## src/rtl/blood_infer.sv

```systemverilog
// ============================================================================
// blood_infer : ranks the four possible unknown-parent ABO types for a child
// Rev 1.0
// ============================================================================
`default_nettype none

module blood_infer #(
  parameter int PROB_W = 5
) (
  input  logic              clk,
  input  logic              rst,
  input  logic              start,
  input  logic [1:0]        known_parent,
  input  logic [1:0]        child,
  output logic              busy,
  output logic              done,
  output logic [3:0]        cand_mask,
  output logic [PROB_W-1:0] prob_o,
  output logic [PROB_W-1:0] prob_b,
  output logic [PROB_W-1:0] prob_a,
  output logic [PROB_W-1:0] prob_ab,
  output logic [1:0]        best_type,
  output logic [PROB_W-1:0] best_prob,
  output logic              none
);

  typedef enum logic [1:0] {
    IDLE = 2'd0,
    EVAL = 2'd1,
    DONE = 2'd2
  } state_t;

  state_t                   state_q, state_d;
  logic [1:0]               kp_q, kp_d;
  logic [1:0]               ch_q, ch_d;
  logic [1:0]               idx_q, idx_d;
  logic [3:0]               mask_q, mask_d;
  logic [3:0][PROB_W-1:0]   prob_q, prob_d;
  logic [1:0]               best_type_q, best_type_d;
  logic [PROB_W-1:0]        best_prob_q, best_prob_d;
  logic                     none_q, none_d;
  logic [PROB_W-1:0]        w_num;

  // Allele weights out of 4, packed as {a, b, o}.
  function automatic logic [3*PROB_W-1:0] weights(input logic [1:0] t);
    logic [3*PROB_W-1:0] r;
    case (t)
      2'b11:   r = {PROB_W'(2), PROB_W'(2), PROB_W'(0)};
      2'b10:   r = {PROB_W'(3), PROB_W'(0), PROB_W'(1)};
      2'b01:   r = {PROB_W'(0), PROB_W'(3), PROB_W'(1)};
      default: r = {PROB_W'(0), PROB_W'(0), PROB_W'(4)};
    endcase
    return r;
  endfunction

  function automatic logic [PROB_W-1:0] child_num(input logic [1:0] p,
                                                  input logic [1:0] q,
                                                  input logic [1:0] c);
    logic [PROB_W-1:0] ap, bp, op, aq, bq, oq, r;
    {ap, bp, op} = weights(p);
    {aq, bq, oq} = weights(q);
    case (c)
      2'b11:   r = ap * bq + bp * aq;
      2'b10:   r = ap * aq + ap * oq + op * aq;
      2'b01:   r = bp * bq + bp * oq + op * bq;
      default: r = op * oq;
    endcase
    return r;
  endfunction

  assign w_num = child_num(kp_q, idx_q, ch_q);

  always_comb begin
    state_d     = state_q;
    kp_d        = kp_q;
    ch_d        = ch_q;
    idx_d       = idx_q;
    mask_d      = mask_q;
    prob_d      = prob_q;
    best_type_d = best_type_q;
    best_prob_d = best_prob_q;
    none_d      = none_q;
    case (state_q)
      IDLE: begin
        if (start) begin
          kp_d        = known_parent;
          ch_d        = child;
          idx_d       = 2'd0;
          mask_d      = 4'd0;
          prob_d      = '0;
          best_type_d = 2'd0;
          best_prob_d = '0;
          none_d      = 1'b0;
          state_d     = EVAL;
        end
      end
      EVAL: begin
        prob_d[idx_q] = w_num;
        mask_d[idx_q] = (w_num != '0);
        // Strict compare keeps the lower type code on ties.
        if (w_num > best_prob_q) begin
          best_type_d = idx_q;
          best_prob_d = w_num;
        end
        idx_d = idx_q + 2'd1;
        if (idx_q == 2'd3) begin
          none_d  = (mask_d == 4'd0);
          state_d = DONE;
        end
      end
      DONE:    state_d = IDLE;
      default: state_d = IDLE;
    endcase
  end

  always_ff @(posedge clk) begin
    if (rst) begin
      state_q     <= IDLE;
      kp_q        <= 2'd0;
      ch_q        <= 2'd0;
      idx_q       <= 2'd0;
      mask_q      <= 4'd0;
      prob_q      <= '0;
      best_type_q <= 2'd0;
      best_prob_q <= '0;
      none_q      <= 1'b0;
    end else begin
      state_q     <= state_d;
      kp_q        <= kp_d;
      ch_q        <= ch_d;
      idx_q       <= idx_d;
      mask_q      <= mask_d;
      prob_q      <= prob_d;
      best_type_q <= best_type_d;
      best_prob_q <= best_prob_d;
      none_q      <= none_d;
    end
  end

  assign busy      = (state_q == EVAL);
  assign done      = (state_q == DONE);
  assign cand_mask = mask_q;
  assign prob_o    = prob_q[0];
  assign prob_b    = prob_q[1];
  assign prob_a    = prob_q[2];
  assign prob_ab   = prob_q[3];
  assign best_type = best_type_q;
  assign best_prob = best_prob_q;
  assign none      = none_q;

endmodule

`default_nettype wire
```

## config.mk

```make
export PLATFORM = sky130hd
export DESIGN_NAME = blood_infer
export DESIGN_NICKNAME = d
export VERILOG_FILES = /design/src/rtl/blood_infer.sv
export SDC_FILE = /design/constraint.sdc
export NUM_CORES = 1
export LEC_CHECK = 0
export CAP_MARGIN = 0
export CORE_AREA = 10 10 78 87
export CTS_BUF_LIST = sky130_fd_sc_hd__clkbuf_4
export CTS_CLUSTER_DIAMETER = 60
export DETAILED_ROUTE_END_ITERATION = 6
export DIE_AREA = 0 0 88 97
export PLACE_DENSITY = 0.83
export SETUP_SLACK_MARGIN = 0.15
export SKIP_CTS_REPAIR_TIMING = 1
export SYNTH_ARGS = -nofsm -noshare
export SYNTH_HDL_FRONTEND = slang
export SYNTH_SLANG_ARGS = --single-unit
```

## constraint.sdc

```tcl
create_clock -name clk -period 11.55 [get_ports clk]
set_input_delay 2.8875 -clock clk [delete_from_list [all_inputs] [get_ports clk]]
set_output_delay 2.8875 -clock clk [all_outputs]
set_load 0.005 [all_outputs]
```

### Word level (Yosys, flattened, before mapping)

Index checks and enable logic that the tools add are counted.

| word-level totals | value |
|---|---|
| logic and storage cells | 80 |
| input port bits | 7 |
| output and inout bits | 34 |
| register bits | 40 |

| cells by class | value |
|---|---|
| $lt $le $gt $ge | 3 |
| add/subtract/negate cells | 6 |
| mux-type cells | 26 |
| reduce and logical (&&, ||, !) cells | 10 |
| multipliers | 9 |
| equal/unequal tests | 14 |

Operators with widths:

| operator | count |
|---|---|
| 12-bit one-hot mux with 3 select lines | 2 |
| 5-bit by 5-bit multiplier with 5-bit output | 9 |
| 20-bit one-hot mux with 2 select lines | 1 |
| 5-bit adder | 5 |
| 20-bit bitwise mux | 1 |
| 20-bit 2-to-1 mux | 1 |
| 5-bit 2-to-1 mux | 3 |
| 5-bit one-hot mux with 3 select lines | 1 |
| 2-bit == test (second input constant) | 7 |
| 2-bit one-hot mux with 2 select lines | 3 |
| 5-bit demux with 2-bit select | 1 |
| 5-bit one-hot mux with 2 select lines | 1 |
| 2-bit by 1-bit == test with 1-bit output (second input constant) | 4 |
| 2-bit 2-to-1 mux | 4 |
| 4-bit one-hot mux with 2 select lines | 1 |
| 2-bit AND reduction | 3 |
| 3-bit AND reduction | 2 |
| 5-bit greater-than comparator | 1 |
| 5-bit nonzero test | 1 |
| 4-bit bitwise mux | 1 |
| 4-bit logical NOT | 1 |
| 4-bit 2-to-1 mux | 1 |
| 2-bit by 1-bit != test with 1-bit output (second input constant) | 2 |
| 2-bit by 3-bit < comparator with 1-bit output (second input constant) | 1 |
| other kinds (9) | 11 |

### Depth between registers and ports, before layout

| logic depth | value |
|---|---|
| depth in word-level cells | 11 |
| gate-level depth with buffers | 24 |
| depth with buffers taken out | 22 |

### Worst setup path after synthesis

OpenSTA, ideal clock, no wires.

| timing path | value |
|---|---|
| path type | reg-to-reg |
| start point | register idx_q[0] |
| end point | register best_prob_q[2], in the netlist best_prob[2] |
| data required time | 11.490 ns |
| library setup time | 0.060 ns |
| path buffers | 1 |
| stages on the path, launching flop included | 18 |
| setup slack | 6.448 ns |
| arrival time | 5.042 ns |
| cells stage by stage | dfxtp_1 -> inv_1 -> ha_1 -> clkbuf_1 -> nor4_1 -> ha_1 -> inv_1 -> fa_1 -> fa_1 -> inv_1 -> fa_1 -> ha_1 -> mux4_2 -> ha_1 -> a211oi_1 -> a21oi_1 -> a211oi_1 -> a22o_2 |

| between the ends | value |
|---|---|
| cells in the longest elaborated chain, start to end | 9 |
| elaborated cells between the ends (all ways) | 24 |
| classes of those cells | add/sub: 5; mul: 9; order compare: 1; eq/ne: 4; mux: 4; reduce/logical: 1 |

RTL lines:

| what | line | text |
|---|---|---|
| from (decl) | 36 | `logic [1:0] idx_q, idx_d;` |
| from (signal assigned) | 131 | `idx_q <= idx_d;` |
| 2-bit by 1-bit == test with 1-bit output / 2-bit == test (equally long branches) | 47 | `case (t)` |
| 12-bit one-hot mux with 3 select lines (*) | 47 |  |
| 5-bit by 5-bit multiplier with 5-bit output (on tied branches) | 65, 64 |  |
| 5-bit adder (on tied branches) (2 in series) | 65, 64 |  |
| 5-bit one-hot mux with 3 select lines (*) | 62 | `case (c)` |
| 5-bit greater-than comparator | 101 | `if (w_num > best_prob_q) begin` |
| 2-bit by 1-bit != test with 1-bit output (no line) | -- |  |
| 3-bit AND reduction (no line) | -- |  |
| to (signal assigned) | 135 | `best_prob_q <= best_prob_d;` |
| to (decl) | 40 | `logic [PROB_W-1:0] best_prob_q, best_prob_d;` |

Every way passes the cells marked *; elsewhere a longest branch is shown, timed or not. The select of a mux whose other input is x is not followed.
A chain may end at the register's enable or synchronous reset.

### Final worst setup path

Same ends and word-level chain as after synthesis.

==> metrics.md <==
| Metric | Value |
|---|---|
| Synthesis warning total | `0` |
| CORE AREA | `just under 0.005 mm2` |
| Post-synthesis cell area | `~0.003 mm2` |
| Crit path kind | `flop to flop` |
| Leak | `about 1.5 nW` |
| Final setup fails | `0` |
| Initial antenna violation count | `0` |
| Vias in the first global route | `approximately 2500` |
| Register area | `roughly 800 um2` |
| Top-area cell type share of the netlist area | `26.64%` |
| Clk pin slew, worst setup/hold paths | `0.12 ns` |
| Pins Over Slew Limit | `0` |
| # IOs | `41` |
| Die Ht | `97 um` |
| Post-synth top flop | `dfxtp_1` |
| Site row count | `27` |
| Syn Nets | `slightly below 400` |
| Maximum vdd ir drop | `0.00009297 V` |
| CTS tree | `done` |
| Seq pwr share | `51.0%` |
| Crit path DAT | `6.30 ns` |
| Crit path launch type | `flop` |
| CP max stage cell | `a211oi_1` |
| Vias per Instance | `5.803` |
| Post-synth cell types | `45` |
| Largest net degree at the start of global routing | `31` |
| Switch Pwr | `~92 uW` |
| Total CTS buffers | `5` |
| Avg Cell Area, Syn | `between 9 and 10 um2` |
| Setup WS pre-CTS | `~5.7 ns` |
| Sw Ratio | `32.04%` |
| Area of the multi-input gates | `0.001901 mm2` |
| Initial core utilization | `between 60% and 70%` |
| Clock Skew | `between 0.006 and 0.007 ns` |
| Total of max-cap violations | `0` |
| Filler cells | `a little over 400` |
| Critical Path, Cell by Cell | `inv_1 -> ha_1 -> nor2_1 -> nor3_1 -> ha_1 -> inv_1 -> fa_1 -> fa_1 -> inv_1 -> ha_1 -> inv_1 -> fa_1 -> xnor3_1 -> nor3_1 -> o32a_2 -> inv_1 -> ha_1 -> mux2i_1 -> a21oi_1 -> a211oi_1 -> a22o_2` |
| Worst-Margin Slew | `between 0.8 and 0.9 ns` |
| Max stage delay on crit path | `0.72 ns` |
| #FFs+latches synth | `40` |
| Final setup margin | `5.564 ns` |
| Port bufs | `40` |
| Internal power consumption | `194.2 uW` |
| DR WL/cell | `17.20 um` |
| Fin nets | `around 420` |
| Sink Count | `40` |
| Total grt overflow | `0` |
| Setup TNS | `0 ns` |
| Die Width | `88 um` |
| Clock share of power | `between 20% and 30%` |
| Wirelength, routed | `about 7000 um` |
| Power after layout | `285.8 uW` |
| Hold Crit Class | `flop to flop` |
| Area leader, netlist | `dfxtp_1` |
| Power Density | `about 84 mW/mm2` |
| Relative slew slack | `~45%` |
| Clock Path Buffers | `2` |
| Initial drt markers | `~140` |
| Post-synth EDFFs | `0` |
| Final Hold Fails | `0` |
| DRC | `0` |
| Share of layout cells above drive strength 1 | `just over 5%` |
| Routed Antenna Nets | `0` |
| WP data required | `11.86 ns` |
| Crit end category | `flop` |
| Seq/Total Area, Yosys | `26.64%` |
| P&R area growth vs syn | `13.36%` |
| Vias | `around 2400` |
| Hpwl dp | `roughly 5600 um` |
| 1st-pass router iterations | `6` |
| Most frequent CP cell | `inv_1` |
| First-pass GRT wire length | `between 10000 and 15000 um` |
| Minimum clock period | `5.986 ns` |
| CP Max Fanout | `17` |
| Fmax | `167.1 MHz` |
| Logic gate share of total power | `a little under a quarter` |
| RSZ-0062 raised after global routing | `no` |
| Final cycle utilization of the critical path | `between 50% and 60%` |
| Mapped Cells | `about 330` |
| RD Place Congestion | `approximately 0.84` |
| Dominant cells by area after synthesis | `dfxtp_1 (27%), ha_1 (18%), fa_1 (8.0%), inv_1 (5.6%), and2_1 (5.0%)` |
| Synth async-reset ratio | `0%` |
| GRT Util Overall | `between 15 and 20%` |
| Worst skew pair latency | `between 0.3 and 0.4 ns` |
| Antenna cells | `0` |
| Die area | `approximately 0.0085 mm2` |
| Status | `finished, final reports clean` |
| Root Driver | `clkbuf_4` |
| H-tree levels | `2` |
[stage by stage]
| step | cells | instance area [um2] | util, % | hold WS [ns] |
|---|---|---|---|---|
| after detailed placement | 408 | 3351 | 67.47 | 0.4733 |
| after global placement | 408 | 3351 | 67.47 | 0.4672 |
| final | 416 | 3407 | 68.61 | 0.5073 |
| after CTS | 416 | 3407 | 68.61 | 0.5033 |
| after floorplan | 325 | 3005 | - | 0.4663 |
| after global routing | 416 | 3407 | 68.61 | 0.5416 |
[synthesized netlist by cell type (2+ instances only)]
cell type / number
a211oi_1: 4
a21o_1: 6
a21oi_1: 8
a22o_1: 6
a22oi_1: 18
a32o_1: 4
a32oi_1: 4
and2_1: 24
and3_1: 2
buf_4: 2
buf_6: 6
clkbuf_1: 5
dfxtp_1: 40
fa_1: 12
ha_1: 43
inv_1: 45
mux2i_1: 2
mux4_2: 2
nand2_1: 14
nand2b_1: 2
nor2_1: 33
nor2b_1: 7
nor3_1: 3
nor4_1: 3
o21ai_0: 6
or2b_2: 2
xnor2_1: 4
[power groups by stage]
stage | Sequential (mW) | Combinational [mW] | Clock [mW]
2_1_floorplan | 0.147 | 0.0497 | 0
3_3_place_gp | 0.149 | 0.0640 | 0
3_5_place_dp | 0.149 | 0.0655 | 0
4_1_cts | 0.146 | 0.0661 | 0.0736
5_1_grt | 0.146 | 0.0729 | 0.0783
6_report | 0.146 | 0.0667 | 0.0733
[final timing paths]
kind         cells after the start             startpoint  slack (ns)                   endpoint
max                             21  idx_q[0]$_SDFFE_PP0P_        5.56  best_prob[2]$_SDFFE_PP0P_
min                              2      none$_SDFFE_PP0P_        0.51          none$_SDFFE_PP0P_
max reg2reg                     21  idx_q[0]$_SDFFE_PP0P_        5.56  best_prob[2]$_SDFFE_PP0P_
min reg2reg                      2      none$_SDFFE_PP0P_        0.51          none$_SDFFE_PP0P_
[sequential cells by signal, summed over array words and instances (netlist names)]
signal	count
kp_q	2
none	1
ch_q	2
best_prob	5
prob_o	5
best_type	2
idx_q	2
state_q	2
prob_b	5
prob_a	5
cand_mask	4
prob_ab	5
[metal layers]
metal  GRT usage (%)  vias to the layer above  wire [um]
met4           6.479                        0        153
met3           4.941                       15        399
met1           19.36                     1179       3036
met2           28.74                       56       3567
li1                -                     1164          -
met5               0                        -          0
[cells by family after synthesis]
group,share of synthesized area (%)
buffers and inverters,10.12
flip-flops,26.64
adder cells (fa/ha/maj),25.90
XOR/XNOR,1.915
AO/OA/AOI/OAI,16.82
multiplexers,2.165
AND/OR/NAND/NOR,16.44
[cell usage in the layout (no fill, tap or decap), drive strengths merged, types with 5 or more instances in the layout]
master         instances
a211oi                 5
a21o                   6
a21oi                  8
a22o                   7
a22oi                 18
and2                  25
clkbuf                 6
clkdlybuf4s50         40
dfxtp                 40
fa                    12
ha                    43
inv                   45
nand2                 14
nor2                  33
nor2b                  7
o21ai                  6
[layout make-up]
type,count,area share [%]
Timing Repair Buffer,41,11.97
Sequential cell,40,23.50
Inverter,45,4.958
Clock inverter,2,0.3305
Clock buffer,6,1.322
Tap cell,58,2.130
Multi-Input combinational cell,224,55.78
[critical path, delay by kind of cell (launching register included)]
family          cells  cell delay, ns
simple gates        3            0.57
xor+xnor            1            0.22
compound gates      4            1.43
flops               1            0.41
fa+ha+maj           7            2.58
mux                 1            0.17
buf+inv             5            0.55
Power figures use the tool's default switching activity.
